===== config.mk =====
export PLATFORM = sky130hd
export DESIGN_NAME = mul_add_rebuild
export DESIGN_NICKNAME = d
export VERILOG_FILES = /design/src/rtl/mul_add_pkg.sv /design/src/rtl/mul_add_rebuild.sv
export SDC_FILE = /design/constraint.sdc
export NUM_CORES = 1
export LEC_CHECK = 0
export ABC_AREA = 1
export CAP_MARGIN = 20
export CORE_MARGIN = 2
export CORE_UTILIZATION = 35
export CTS_CLUSTER_SIZE = 10
export DETAILED_ROUTE_END_ITERATION = 8
export GPL_TIMING_DRIVEN = 0
export HOLD_SLACK_MARGIN = 0.08
export PLACE_DENSITY = 0.63
export SYNTH_ARGS = -nofsm -noshare
export SYNTH_HDL_FRONTEND = slang
export SYNTH_SLANG_ARGS = --single-unit
export TNS_END_PERCENT = 30

===== constraint.sdc =====
create_clock -name CLK -period 1.5 [get_ports CLK]
set_clock_uncertainty 0.15 [all_clocks]
set_input_delay 0.3 -clock CLK [delete_from_list [all_inputs] [get_ports CLK]]
set_output_delay 0.3 -clock CLK [all_outputs]
set_load 0.02 [all_outputs]

===== src/rtl/mul_add_pkg.sv =====
// Shared definitions for the multiply-add rebuild unit.
//   state_t       : control states (IDLE, RUN, DONE)
//   DEFAULT_WIDTH : default operand width
//   cnt_width()   : width of the step counter, ceil(log2(width)) but at least 1
package mul_add_pkg;

    localparam int DEFAULT_WIDTH = 4;

    typedef enum logic [1:0] {
        IDLE = 2'd0,
        RUN  = 2'd1,
        DONE = 2'd2
    } state_t;

    function automatic int cnt_width(input int width);
        if (width <= 1) begin
            return 1;
        end
        return $clog2(width);
    endfunction

endpackage


===== src/rtl/mul_add_rebuild.sv =====
// Sequential multiply-add: rebuilds a dividend OUT = Q*D + R from divider
// outputs using a WIDTH-step shift-add sequence. ERR flags operand sets a
// correct divider could not produce (D == 0 or R >= D). ERR does not stop
// the arithmetic, and the result is delivered anyway.
//
// Ports:
//   CLK, RST_N   clock and asynchronous active-low reset
//   IN_VALID     operand set present on Q, D, R
//   IN_READY     operands accepted this cycle (IDLE only)
//   Q, D, R      quotient, divisor, remainder (unsigned, WIDTH bits)
//   OUT_VALID    OUT and ERR hold a result (DONE only)
//   OUT_READY    consumer takes the result this cycle
//   OUT          reconstructed dividend, 2*WIDTH bits
//   ERR          result flagged as impossible for a correct divider
//   dbg_state    current control state, for observation only
//
// Handshake: a transfer happens on a rising edge where valid and ready are
// both high. IN_READY and OUT_VALID are decoded from the state register
// alone, so neither depends combinationally on IN_VALID or OUT_READY.
// Because IN_READY is low in DONE, a new operand set can be accepted no
// earlier than the cycle after the result handshake.
module mul_add_rebuild
    import mul_add_pkg::*;
#(
    parameter int WIDTH = DEFAULT_WIDTH
) (
    input  logic               CLK,
    input  logic               RST_N,
    input  logic               IN_VALID,
    output logic               IN_READY,
    input  logic [WIDTH-1:0]   Q,
    input  logic [WIDTH-1:0]   D,
    input  logic [WIDTH-1:0]   R,
    output logic               OUT_VALID,
    input  logic               OUT_READY,
    output logic [2*WIDTH-1:0] OUT,
    output logic               ERR,
    output state_t             dbg_state
);

    localparam int CW = cnt_width(WIDTH);
    localparam logic [CW-1:0] CNT_LAST = CW'(WIDTH - 1);

    state_t               state_q;
    state_t               state_d;
    logic [2*WIDTH-1:0]   acc;
    logic [2*WIDTH-1:0]   mcand;
    logic [WIDTH-1:0]     mplier;
    logic [CW-1:0]        cnt;
    logic                 err_q;

    // State register
    always_ff @(posedge CLK or negedge RST_N) begin
        if (!RST_N) begin
            state_q <= IDLE;
        end else begin
            state_q <= state_d;
        end
    end

    // Next state and state-decoded handshake outputs
    always_comb begin
        state_d   = state_q;
        IN_READY  = 1'b0;
        OUT_VALID = 1'b0;
        case (state_q)
            IDLE: begin
                IN_READY = 1'b1;
                if (IN_VALID) begin
                    state_d = RUN;
                end
            end
            RUN: begin
                // The last step still executes on the edge that leaves RUN.
                if (cnt == CNT_LAST) begin
                    state_d = DONE;
                end
            end
            DONE: begin
                OUT_VALID = 1'b1;
                if (OUT_READY) begin
                    state_d = IDLE;
                end
            end
            default: begin
                state_d = IDLE;
            end
        endcase
    end

    // Datapath: load on acceptance, one shift-add step per RUN cycle.
    // The accumulator starts at R so the final value is Q*D + R directly.
    // Max result (2^W-1)^2 + (2^W-1) fits in 2*WIDTH bits, so no carry out.
    always_ff @(posedge CLK or negedge RST_N) begin
        if (!RST_N) begin
            acc    <= '0;
            mcand  <= '0;
            mplier <= '0;
            cnt    <= '0;
            err_q  <= 1'b0;
        end else begin
            case (state_q)
                IDLE: begin
                    if (IN_VALID) begin
                        acc    <= {{WIDTH{1'b0}}, R};
                        mcand  <= {{WIDTH{1'b0}}, D};
                        mplier <= Q;
                        cnt    <= '0;
                        err_q  <= (D == '0) || (R >= D);
                    end
                end
                RUN: begin
                    if (mplier[0]) begin
                        acc <= acc + mcand;
                    end
                    mcand  <= mcand << 1;
                    mplier <= mplier >> 1;
                    cnt    <= cnt + CW'(1);
                end
                default: begin
                    // DONE holds acc and err_q stable under backpressure.
                end
            endcase
        end
    end

    assign OUT       = acc;
    assign ERR       = err_q;
    assign dbg_state = state_q;

endmodule

== Yosys cells after proc, flatten, opt, wreduce, memory -nomap -nowiden ==
Index checks and enable logic that the tools add are counted.
Operators by class
  $add $sub $neg: 2
  magnitude comparators: 1
  eq/ne operators: 7
  mux-type cells: 15
  reductions and logical operators: 8
Operator list (number)
  one-hot mux 8 bit (2 select lines): 2
  2-to-1 mux 8 bit: 3
  adder 8 bit: 1
  2-to-1 mux 2 bit: 4
  != test 2 bit, second input constant: 4
  one-hot mux 4 bit (2 select lines): 1
  one-hot mux 2 bit (3 select lines): 1
  AND reduction 3 bit: 2
  == test 2 bit, second input constant: 2
  >= comparator 4 bit: 1
  logical NOT 4 bit: 1
  2-to-1 mux 4 bit: 1
  one-hot mux 2 bit (2 select lines): 1
  AND reduction 2 bit: 2
  adder 2 x 1 -> 2 bit, second input constant: 1
  == test 2 x 1 -> 1 bit, second input constant: 1
  logical NOT 2 bit: 1
  2-to-1 mux 1 bit: 2
  nonzero test 2 bit: 1
  logical OR 1 bit: 1
Storage, ports and cells
  register bits: 25
  input bits: 16
  output and inout port bits: 13
  logic and storage cells: 39

== Depth between registers and ports, before layout ==
Gate-level depths: netlist of the first run.
  word-level depth: 3
  mapped depth: 11
  gate-level depth less buffers: 11

== Least setup slack after synthesis of the first run ==
OpenSTA, ideal clock, no wires.
  path kind: flip-flop to flip-flop
  from: register acc[0] (netlist: OUT[0])
  to: register acc[6] (netlist: OUT[6])
  setup time: 0.117 ns
  arrival: 1.515 ns
  path slack: -0.283 ns
  stages on the path, launching flop included: 12
  path buffers: 0
  clock period less this slack: 1.783 ns
  path through: dfrtp_1 > ha_1 > inv_1 > fa_1 > inv_1 > nand2_1 > nand2_1 > nand3b_1 > nand2_1 > nand2_1 > nand3_1 > nand2_1
Between the ends
  longest elaborated chain between the ends: 3
RTL lines
  start: declaration: line mul_add_rebuild.sv:46  | logic [2*WIDTH-1:0] acc;
  start signal: assignment: line mul_add_rebuild.sv:105  | acc <= {{WIDTH{1'b0}}, R};
  start signal: assignment: line mul_add_rebuild.sv:114  | acc <= acc + mcand;
  adder 8 bit: line mul_add_rebuild.sv:114
  2-to-1 mux 8 bit: line mul_add_rebuild.sv:113  | if (mplier[0]) begin
  one-hot mux 8 bit (2 select lines): line mul_add_rebuild.sv:102  | case (state_q)
Every way passes these cells. The select of a mux whose other input is x is not followed.
A chain may end at the register's enable or synchronous reset.

== Worst setup path after layout of the first run ==
Ends and elaborated chain as after synthesis.

==> out/metrics.yaml, run 1 <==
synthesis:
  async_flop_share: 1.000
  synth_area_per_cell_um2: 8.278
  yosys_warnings: 0
  synth_seq_cells: 25
  synth_nets: 214
  synth_edf_count: 0
  synth_top_area_frac: 0.4085
  synth_cells: 185
  synth.distinct_cells: 31
  synth_ff_type: "dfrtp_1"
  netlist_area_um2: 1531
  synth_top_cell_by_area: "dfrtp_1"
  synth_area_leaders: "dfrtp_1 (41%), nand2_1 (11%), ha_1 (9.8%)"
  yosysSeqAreaShare: 0.4085
sta:
  rsz0062_at_grt: "true"
  fmaxAchievable_mhz: 581.8
  finalCriticalPeriod_ns: 1.719
  worstMarginPinSlew_ns: 0.5213
  hold_violations: 0
  slew-limit-headroom: 0.6514
  layout_worst_path_cycle_share: 1.146
  maxSlewViolCount: 0
  fin_ws_ns: -0.2189
  finalSetupViolations: 5
worst_setup_path:
  cp_max_fo: 3
  worstPathArrival_ns: 1.74
  required_ns: 1.52
  end_kind: "register"
  crit_top_cell: "nand2_1"
  cpPeakStageDelay_ns: 0.41
  cpMaxStageDelayCell: "dfrtp_2"
  crit_type: "reg2reg"
  critPathLaunchType: "register"
  cp_cell_sequence: "ha_4, inv_2, fa_2, inv_2, nand2_2, nand2_2, nand3b_1, nand2_1, nand2_1, nand3_1, nand2_1"
global_routing:
  track_usage: 0.1461
  grt-ovfl-total: 0
  grt_pass1_wl_um: 5802
  grt_max_degree: 19
  grt_pass1_vias: 1318
  antenna_found_initial: 0
drt:
  vias_per_cell: 4.960
  drt_iter0_drc: 26
  drt_pass1_iterations: 4
  ant_nets: 0
  drc: 0
  vias: 1359
  wl_per_cell_um: 12.54
  routed_wl_um: 3435
place:
  portBuffers: 28
  dp_slack_ns: -0.2797
  dp_hpwl_um: 2549
  place.gp.congestion: 0.7712
  dp_cells: 266
outcome:
  status: "finished with violations"
  violations: "setup timing"
die:
  io_pins: 29
  num_rows: 24
  core_um2: 4294
  fp.dieArea_um2: 4921
  die_h_um: 70.15
  start_util: 0.3566
  die_w_um: 70.15
cts:
  cts_root_buf: "clkbuf_8"
  cts.sinks: 25
  cts_tree: "done"
  cts.hold.buffers_added: 0
  path_clk_slew_ns: 0.10
  clock_latency_ns: 0.27
  htree_levels: 1
  clockBufferDepth: 2
  numCtsBuffers: 3
power_and_ir_drop:
  p_leak_nw: 1.012
  ir_drop_mv: 1.031
  p_per_area_nw_per_um2: 2252
final_layout:
  final_cells: 274
  fin_nets: 252
  syn_to_final_growth_pct: 37.66
  drive_above_1_share: 0.2748
  diodes: 0
flow_run:
  maxCapViolations: 0
hold_path:
  hold_path.class: "in2async"
## critical path: cells and delay by family, from the launching register on
kind / cells / cell delay (ns)
adder cells (fa/ha/maj): 2 / 0.48
flip-flops: 1 / 0.41
buffers and inverters: 2 / 0.10
AND/OR/NAND/NOR: 7 / 0.48
## cells in the final DEF (no fill, tap or decap), drive strengths merged, types with 3 or more instances in the layout
cell / synthesis / final
o211ai: 3 / 3
nand3b: 4 / 4
ha: 12 / 12
dfrtp: 25 / 25
buf: 3 / 10
clkdlybuf4s50: 0 / 13
clkdlybuf4s15: 0 / 5
o21ai: 14 / 14
inv: 28 / 28
or2: 3 / 3
nand2: 49 / 49
a21oi: 6 / 6
clkbuf: 0 / 8
nand3: 10 / 10
nand4: 3 / 3
o22ai: 3 / 3
nor2: 11 / 11
## synthesized netlist by cell type (3+ instances only)
cell type and number:
o21ai_1 6, o21ai_0 5, dfrtp_1 25, or2_2 3, inv_1 25, nor2_1 10
ha_1 12, nand4_1 3, o22ai_1 3, o211ai_1 3, nand3b_1 4, nand3_1 10
nand2_1 46, a21oi_1 6
## flip-flops by register name, indices dropped and copies added (netlist names)
name,count
OUT,8
mcand,8
dbg_state,2
mplier,4
ERR,1
cnt,2
## cell families after synthesis
kind of cell | Yosys count | share of synthesized area
adder cells (fa/ha/maj) | 13 | 0.1111
buffers and inverters | 31 | 0.08824
AND/OR/NAND/NOR | 82 | 0.2402
AO/OA/AOI/OAI | 33 | 0.1463
flip-flops | 25 | 0.4085
XOR/XNOR | 1 | 0.005720
## timing repair
item                       in CTS  in global routing
buffers inserted                1                  3
resized for setup              25                 27
setup endpoints to repair      20                 26
pin swaps                       4                  7
## cell type report
cell class | count | area, um^2
plain buffers | 3 | 31.28
clock buffers | 3 | 41.29
clock inverters | 1 | 5.005
fillers | 419 | 2186
inverters | 28 | 110.1
multi-input cells | 129 | 910.9
flip-flops and latches | 25 | 633.1
well taps | 52 | 65.06
repair buffers | 33 | 311.5
## power by group
group	leakage, nW	internal (mW)	switching [mW]
clock network	0.0255	0.186	0.233
logic	0.681	1.33	1.70
registers	0.306	1.01	0.286
## through the flow
stage,utilization,hold slack (ns),TNS [ns],cell area [um^2],total power [mW]
after floorplan,-,-0.1456,-0.4320,1633,3.444
after CTS,0.4761,0.2361,-0.6020,2044,4.656
final,0.4910,0.2115,-0.5526,2108,4.748
after detailed placement,0.4671,0.3163,-2.807,2006,4.309
after global placement,0.4607,0.3160,-14.68,1978,4.250
after global routing,0.4910,0.2458,-1.338,2108,5.210
## layer usage
layer  vias to the layer above  wire, um  track usage
met5                         -         0            0
met4                         0        14      0.02564
met3                         2       111      0.03030
met2                        29      1702       0.2624
met1                       645      1605       0.1823
li1                        683         -            -
## worst paths after layout
path,end,cells past startpoint,startpoint,slack [ns]
worst max-delay path,OUT[6]$_DFFE_PN0P_,11,OUT[0]$_DFFE_PN0P_,-0.22
worst min-delay path,OUT[0]$_DFFE_PN0P_,1,RST_N,0.21
worst max register to register,OUT[6]$_DFFE_PN0P_,11,OUT[0]$_DFFE_PN0P_,-0.22
worst min register to register,cnt[0]$_DFFE_PN0P_,1,cnt[0]$_DFFE_PN0P_,0.34
max in group asynchronous,OUT[6]$_DFFE_PN0P_,2,RST_N,0.50
min in group CLK,OUT[1]$_DFFE_PN0P_,3,R[1],0.28
Power figures use the tool's default switching activity.
==> run 2: changes to the inputs <==
--- a/config.mk
+++ b/config.mk
@@ -14,6 +14,7 @@
 export GPL_TIMING_DRIVEN = 0
 export HOLD_SLACK_MARGIN = 0.08
 export PLACE_DENSITY = 0.63
+export SKIP_LAST_GASP = 1
 export SYNTH_ARGS = -nofsm -noshare
 export SYNTH_HDL_FRONTEND = slang
 export SYNTH_SLANG_ARGS = --single-unit
==> run 2 against run 1 <==
The flow still finishes with violations (setup timing). Combinational power down 3%. Flip-flop and latch count did not move. First-iteration DRC count down 12%. Wire length is 2.8% lower. Critical path type unchanged.
==> out/metrics.yaml, run 2 (synthesized netlist as in run 1, its figures left out) <==
outcome:
  status: "finished with violations"
  violations: "setup timing"
drt:
  vias_per_cell: 4.908
  routed_wl_um: 3338
  vias: 1335
  drc: 0
  drt_pass1_iterations: 4
  ant_nets: 0
  wl_per_cell_um: 12.27
  drt_iter0_drc: 23
cts:
  clockBufferDepth: 2
  path_clk_slew_ns: 0.10
  cts_root_buf: "clkbuf_8"
  cts.sinks: 25
  cts_tree: "done"
  clock_latency_ns: 0.27
  numCtsBuffers: 3
  htree_levels: 1
sta:
  fmaxAchievable_mhz: 581.8
  finalSetupViolations: 9
  layout_worst_path_cycle_share: 1.146
  rsz0062_at_grt: "true"
  fin_ws_ns: -0.2188
  setup_tns_ns: -0.7175
  finalCriticalPeriod_ns: 1.719
  worstMarginPinSlew_ns: 0.5188
  hold_violations: 0
  maxSlewViolCount: 0
  slew-limit-headroom: 0.6531
global_routing:
  antenna_found_initial: 0
  grt_pass1_wl_um: 5802
  grt-ovfl-total: 0
  track_usage: 0.1461
  grt_max_degree: 19
  grt_pass1_vias: 1322
power_and_ir_drop:
  ir_drop_mv: 0.9904
  power_mw: 4.657
  p_leak_nw: 1.048
  p_per_area_nw_per_um2: 2243
worst_setup_path:
  cp_cell_sequence: "ha_4, inv_2, fa_2, inv_2, nand2_2, nand2_2, nand3b_1, nand2_1, nand2_1, nand3_1, nand2_1"
  r2r_start: "mcand[0]$_DFFE_PN0P_"
  r2r_end: "OUT[6]$_DFFE_PN0P_"
  r2r_slack_ns: -0.22
  setup.worst_path.start: "mcand[0]$_DFFE_PN0P_"
  crit_top_cell: "nand2_1"
  reg2reg_depth: 11
  required_ns: 1.52
  crit_type: "reg2reg"
  cpPeakStageDelay_ns: 0.41
  worstPathArrival_ns: 1.74
  critPathLaunchType: "register"
  end_kind: "register"
  cp_max_fo: 3
  cpMaxStageDelayCell: "dfrtp_1"
place:
  dp_hpwl_um: 2549
  place.gp.congestion: 0.7712
  portBuffers: 28
  dp_slack_ns: -0.2797
  dpl_cell_area_um2: 2006
final_layout:
  diodes: 0
  fin_nets: 250
  syn_to_final_growth_pct: 35.54
  postLayoutCellArea_um2: 2076
  mostFrequentLayoutCells: "nand2_1 (44), inv_1 (23), dfrtp_1 (19)"
  drive_above_1_share: 0.2000
  final_common_cell: "nand2_1"
  seqCellArea_um2: 633.1
  multi_input_area_um2: 865.8
  final.fill_count: 425
die:
  io_pins: 29
  die_w_um: 70.15
  num_rows: 24
  fp.dieArea_um2: 4921
  die_h_um: 70.15
  start_util: 0.3566
  core_um2: 4294
hold_path:
  hold_path.class: "in2async"
flow_run:
  maxCapViolations: 0
run 2: metal layers:
metal / GRT usage / share of wire / wire length, um / vias up
li1: - / - / - / 681
met1: 0.1832 / 0.47 / 1562 / 627
met2: 0.2614 / 0.50 / 1660 / 25
met3: 0.03030 / 0.030 / 100 / 2
met4: 0.02564 / 0.0042 / 14 / 0
met5: 0 / 0 / 0 / -
run 2: worst max-delay path by stage:
stage / to / slack [ns] / depth (start not counted)
3_5_place_dp: ERR$_DFFE_PN0P_ / -0.28 / 7
6_report: OUT[6]$_DFFE_PN0P_ / -0.22 / 11
4_1_cts: OUT[2] / -0.25 / 1
3_3_place_gp: OUT[6]$_DFFE_PN0P_ / -0.55 / 1
5_1_grt: OUT[6]$_DFFE_PN0P_ / -0.33 / 11
2_1_floorplan: OUT[6]$_DFFE_PN0P_ / -0.15 / 11
run 2: critical path: cells and delay by family, from the launching register on:
family                     cells  cell delay (ns)
buffers and inverters          2             0.10
DFF                            1             0.41
and+or+nand+nor                7             0.48
adders and majority gates      2             0.48
run 2: power by group:
group          internal (mW)  switching, mW
clock                  0.186          0.233
combinational           1.30           1.65
sequential              1.01          0.279
total                   2.49           2.16
run 2: timing repair:
item | 4_1_cts | 5_1_grt
gates resized for setup | 15 | 6
endpoints found under the setup margin | 20 | 27
endpoints found under the hold margin | 0 | 0
hold buffers | 0 | 0
pin swaps | 0 | 5
cloned | 0 | 0
buffers inserted | 1 | 1
run 2: layout make-up:
type	instances	area share
Sequential cell	25	0.3050
Timing Repair Buffer	31	0.1591
Buffer	3	0.01326
Clock buffer	3	0.01989
Clock inverter	1	0.002411
Inverter	28	0.05184
Tap cell	52	0.03134
Multi-Input combinational cell	129	0.4171
run 2: per-stage QoR:
step                      cells    util  hold WS (ns)
after floorplan             185       -       -0.1456
after global placement      265  0.4607        0.3160
after detailed placement    266  0.4671        0.3163
after CTS                   271  0.4781        0.2361
after global routing        272  0.4834        0.2458
final                       272  0.4834        0.2084
